## src/rtl/ascon_pack.sv

```systemverilog
// Shared Ascon permutation definitions: state type, S-box, rotation amounts,
// round constants and the iterator FSM encoding.
package ascon_pack;

    localparam int ROUND_NB = 12;
    localparam int WORD_W   = 64;
    localparam int WORD_NB  = 5;

    // Word 0 (x0) is the most significant 64 bits of the packed state.
    typedef logic [0:WORD_NB-1][WORD_W-1:0] type_state;
    typedef logic [3:0]                     type_round;

    typedef enum logic [1:0] {
        ST_IDLE,
        ST_RUN,
        ST_DONE
    } type_fsm;

    localparam logic [4:0] SBOX [32] = '{
        5'h04, 5'h0B, 5'h1F, 5'h14, 5'h1A, 5'h15, 5'h09, 5'h02,
        5'h1B, 5'h05, 5'h08, 5'h12, 5'h1D, 5'h03, 5'h06, 5'h1C,
        5'h1E, 5'h13, 5'h07, 5'h0E, 5'h00, 5'h0D, 5'h11, 5'h18,
        5'h10, 5'h0C, 5'h01, 5'h19, 5'h16, 5'h0A, 5'h0F, 5'h17
    };

    localparam int unsigned ROT_A [WORD_NB] = '{19, 61, 1, 10, 7};
    localparam int unsigned ROT_B [WORD_NB] = '{28, 39, 6, 17, 41};

    function automatic logic [7:0] round_const(input type_round r);
        return {4'hF - r, r};
    endfunction

    function automatic logic [WORD_W-1:0] ror64(input logic [WORD_W-1:0] x,
                                                input int unsigned     n);
        return (x >> n) | (x << (WORD_W - n));
    endfunction

endpackage

```

## src/rtl/ascon_round.sv

```systemverilog
// One combinational Ascon round: constant addition, S-box layer, linear layer.
module ascon_round
    import ascon_pack::*;
(
    input  type_state state_i,
    input  type_round round_i,
    output type_state state_o
);

    type_state  pc_s;
    type_state  ps_s;
    logic [4:0] col;
    logic [4:0] sub;

    always_comb begin
        pc_s    = state_i;
        pc_s[2] = state_i[2] ^ {56'b0, round_const(round_i)};
    end

    // Each bit column across the five words is one S-box lookup, x0 as MSB.
    always_comb begin
        ps_s = '0;
        col  = '0;
        sub  = '0;
        for (int j = 0; j < WORD_W; j++) begin
            col = {pc_s[0][j], pc_s[1][j], pc_s[2][j], pc_s[3][j], pc_s[4][j]};
            sub = SBOX[col];
            for (int w = 0; w < WORD_NB; w++) begin
                ps_s[w][j] = sub[4-w];
            end
        end
    end

    always_comb begin
        state_o = '0;
        for (int w = 0; w < WORD_NB; w++) begin
            state_o[w] = ps_s[w] ^ ror64(ps_s[w], ROT_A[w]) ^ ror64(ps_s[w], ROT_B[w]);
        end
    end

endmodule

```

## src/rtl/permutation_iter.sv

```systemverilog
// Iterative Ascon permutation: one round per clock on a registered 320-bit
// state; the first round index selects p12 / p8 / p6.
module permutation_iter
    import ascon_pack::*;
(
    input  logic      clock_i,
    input  logic      resetb_i,
    input  logic      start_i,
    input  logic [3:0] round_start_i,
    input  type_state state_i,
    output type_state state_o,
    output logic      busy_o,
    output logic      done_o
);

    type_fsm   fsm_q, fsm_d;
    type_state state_q, state_d;
    type_round cnt_q, cnt_d;

    type_state round_in;
    type_state round_out;
    type_round round_idx;

    ascon_round u_round (
        .state_i (round_in),
        .round_i (round_idx),
        .state_o (round_out)
    );

    always_comb begin
        // NOTE: every signal gets a default before the case so no path leaves it unassigned (no latch).
        fsm_d     = fsm_q;
        state_d   = state_q;
        cnt_d     = cnt_q;
        round_in  = state_q;
        round_idx = cnt_q;

        unique case (fsm_q)
            ST_IDLE: begin
                if (start_i) begin
                    round_in  = state_i;
                    round_idx = round_start_i;
                    if (round_start_i > 4'(ROUND_NB - 1)) begin
                        // Out-of-range index: zero rounds, hand the input straight back.
                        state_d = state_i;
                        fsm_d   = ST_DONE;
                    end else begin
                        state_d = round_out;
                        cnt_d   = round_start_i + 4'd1;
                        fsm_d   = (round_start_i == 4'(ROUND_NB - 1)) ? ST_DONE : ST_RUN;
                    end
                end
            end
            ST_RUN: begin
                state_d = round_out;
                cnt_d   = cnt_q + 4'd1;
                if (cnt_q == 4'(ROUND_NB - 1)) begin
                    fsm_d = ST_DONE;
                end
            end
            ST_DONE: begin
                fsm_d = ST_IDLE;
            end
            default: begin
                fsm_d = ST_IDLE;
            end
        endcase
    end

    always_ff @(posedge clock_i or negedge resetb_i) begin
        if (!resetb_i) begin
            fsm_q   <= ST_IDLE;
            state_q <= '0;
            cnt_q   <= '0;
        end else begin
            // NOTE: non-blocking so all registers update from the same pre-edge values.
            fsm_q   <= fsm_d;
            state_q <= state_d;
            cnt_q   <= cnt_d;
        end
    end

    assign state_o = state_q;
    assign busy_o  = (fsm_q != ST_IDLE);
    assign done_o  = (fsm_q == ST_DONE);

endmodule

```

## config.mk

```make
export PLATFORM = sky130hd
export DESIGN_NAME = permutation_iter
export DESIGN_NICKNAME = d
export VERILOG_FILES = /design/src/rtl/ascon_pack.sv /design/src/rtl/ascon_round.sv /design/src/rtl/permutation_iter.sv
export SDC_FILE = /design/constraint.sdc
export NUM_CORES = 2
export LEC_CHECK = 0
export BUFFER_PORTS_ARGS = -buffer_cell sky130_fd_sc_hd__buf_2
export CAP_MARGIN = 15
export CORE_MARGIN = 2
export CORE_UTILIZATION = 43
export DETAILED_ROUTE_END_ITERATION = 6
export PLACE_DENSITY = 0.66
export SYNTH_ARGS = -nofsm -noshare
export SYNTH_HDL_FRONTEND = slang
export SYNTH_SLANG_ARGS = --single-unit
```

## constraint.sdc

```tcl
create_clock -name clock_i -period 5.1 [get_ports clock_i]
set_clock_uncertainty 0.15 [all_clocks]
set_input_delay 0.51 -clock clock_i [delete_from_list [all_inputs] [get_ports clock_i]]
set_output_delay 0.51 -clock clock_i [all_outputs]
set_load 0.005 [all_outputs]
```

==> impl_metrics.yaml <==
run_status:
  outcome: "finished, violations left"
  failed_checks: "DRC"
critical_path:
  cp_top_family: "XOR/XNOR gates"
  critPathKind: "flip-flop to flip-flop"
  cp_num_buf_inv: 2
  crit_path_start: "fsm_q[0]"
  reg2reg_slack_ps: 160
  crit_slowest_cell: "a211oi_1"
  r2r_start: "fsm_q[0]"
  crit_arrival_ps: 5250
  r2r_cells: 13
  crit_chain: "nor3b_2 > buf_12 > buf_4 > mux2i_1 > ha_1 > nor3_1 > nor4b_1 > nor2_1 > a21oi_1 > a211oi_1 > xnor2_1 > xnor2_2 > o21ai_0"
  cp-end-kind: "flip-flop"
  cp_data_required_time_ps: 5410
  startpoint_type: "flip-flop"
  max_stage_delay_ps: 790
  path_max_fanout: 20
  worst-path-stages: 13
logic_synthesis:
  avgSynthCellArea_sq_um: 8.51
  ys_warn_count: 0
  synthDistinctLibCells: 72
  synth.yosys.seq_area_share_pct: 21.0
  synth-edff-count: 0
  synth_top_cell_by_area: "dfrtp_1"
  synth_area_leaders: "dfrtp_1 21%, xnor2_1 16%, mux2i_1 11%"
  synth_top_cell_area_share_pct: 21.0
  synthesis.area_sq_um: 38900
  synth_ff_type: "dfrtp_1"
  syn_inst: 4569
  synthArstFlopShare_pct: 100
  ys_seq_elements: 326
  synth_fp_nets: 5153
cells_and_area:
  instances_no_fill: 6605
  area_growth_pct: 21.8
  fin_nets: 5965
  most-common-layout-cells: "720 x xnor2_1, 647 x buf_2, 444 x mux2i_1"
  layout-drive-gt1-share_pct: 20.3
  stdcell_area_sq_um: 47400
  fillers: 8632
  final_common_cell: "xnor2_1"
floorplan:
  core_area_sq_um: 89900
  initial_core_util_pct: 43.3
  die_w_um: 305
  fp.dieArea_sq_um: 92800
  ios: 649
  die_y_um: 305
  core.rowCount: 110
routing:
  drc: 1
  routedWlPerCell_um: 29.7
  routed-wl-met2_mm: 86.0
  wl_met1_mm: 74.7
  vias_per_cell: 6.22
  vias: 41100
  antenna_left: 0
  drt_wl_total_mm: 196
  dr.pass1.iters: 7
  drt_iter0_drc: 4769
  dr_wl_met3_mm: 21.6
  topRoutingLayerUsed: "met5"
run:
  maxCapViolations: 0
timing:
  slew_headroom_pct: 1.63
  hold_violations: 0
  fmax_mhz: 202
  fin_crit_ps: 4940
  timing.final.max_slew_violations: 0
  finalSetupTns_ps: 0
  setup_violations: 0
  worst_pin_slew_ps: 1480
  finalCritPeriodShare_pct: 96.9
  rsz0062_at_grt: "no"
placed_design:
  dpl.hpwl_mm: 157
  place_area_sq_um: 45000
  io_buffers: 648
  gp_congestion: 1.11
  dp_cells: 6442
clock_network:
  path_clk_slew_ps: 60
  cts_setup_buffers: 0
  clock-sinks: 326
  cts_made_buffers: 47
  clock_path_buffers: 3
  cts-root-buf: "clkbuf_16"
  clk_latency_ps: 630
  cts_tree: "yes"
  cts.htree.levels: 2
min_path:
  hp-class: "input pin to flip-flop"
  min_path_cells: 3
  holdCritStartpoint: "state_i[82]"
grt:
  grt_max_degree: 163
  grt_pass1_wl_mm: 276
  grt_pass1_vias: 38000
  grt_overflow_total: 0
  antenna_found_initial: 23
  grt_use_total_pct: 40.5
[per-stage QoR]
stage | setup WS (ps) | utilization [%] | hold slack (ps)
2_1_floorplan | 259 | - | 64.4
3_3_place_gp | -33.0 | 50.1 | 372
3_5_place_dp | -22.0 | 50.1 | 375
4_1_cts | 68.9 | 52.6 | 0.140
5_1_grt | 2.89 | 52.7 | 17.7
6_report | 158 | 52.7 | 14.1
[final cells by class]
type / instances / area, sq um / share of cell area (%)
clock buffer: 62 / 1340 / 2.82
tap: 1176 / 1470 / 3.11
timing repair buffer: 1014 / 6440 / 13.6
antenna: 14 / 35.0 / 0.0740
sequential: 326 / 8160 / 17.2
clock inverter: 21 / 287 / 0.605
inverter: 194 / 728 / 1.54
multi-input combinational: 3798 / 28900 / 61.0
[flip-flops by register name, indices dropped and copies added, names as in the netlist]
| signal | flops |
|---|---|
| cnt_q | 4 |
| state_o | 320 |
| fsm_q | 2 |
[cells in the mapped netlist (all sizes together) (37+ instances only)]
cell	instances
a211oi	53
a21oi	119
a22oi	312
buf	91
clkbuf	160
dfrtp	326
ha	257
inv	194
mux2	41
mux2i	444
nand2	271
nand2b	42
nand3	84
nor2	202
nor2b	44
nor3	107
o21a	37
o21ai	399
o22ai	47
xnor2	721
xor2	227
[repair_timing]
action,4_1_cts,5_1_grt
hold buffers,66,0
endpoints found under the hold margin,143,0
gates resized for setup,0,2
endpoints found under the setup margin,0,2
[per-layer routing]
metal  global-route usage [%]  up-vias
met1                     49.6    20000
met4                     23.8       20
met2                     63.2     2498
met5                        0        -
met3                     11.7      575
li1                         -    18000
[cell families after synthesis]
kind of cell / count (synthesis) / synth area share [%]
simple gates: 886 / 11.1
mux: 485 / 12.6
fa+ha+maj: 274 / 8.71
xor+xnor: 948 / 21.4
flops: 326 / 21.0
compound gates: 1205 / 20.5
buf+inv: 445 / 4.76
[path summary, 6_finish.rpt]
path | endpoint
hold reg to reg | state_o[83]
min in group asynchronous | state_o[252]
setup reg to reg | state_o[202]
hold / removal | state_o[82]
setup / recovery | state_o[202]
max in group asynchronous | state_o[172]
[worst reg2reg max path, delay by kind of cell, from the launching register on]
family,cells,cell delay (ps)
buffers and inverters,2,650
AOI/OAI and AO/OA,3,990
xor gates and xnor gates,2,1020
muxes,1,340
adders and majority gates,1,380
DFF,1,480
and+or+nand+nor,4,810
Power is not shown: default switching activity piles up to over one toggle a cycle in this logic, so the estimate is an artifact.
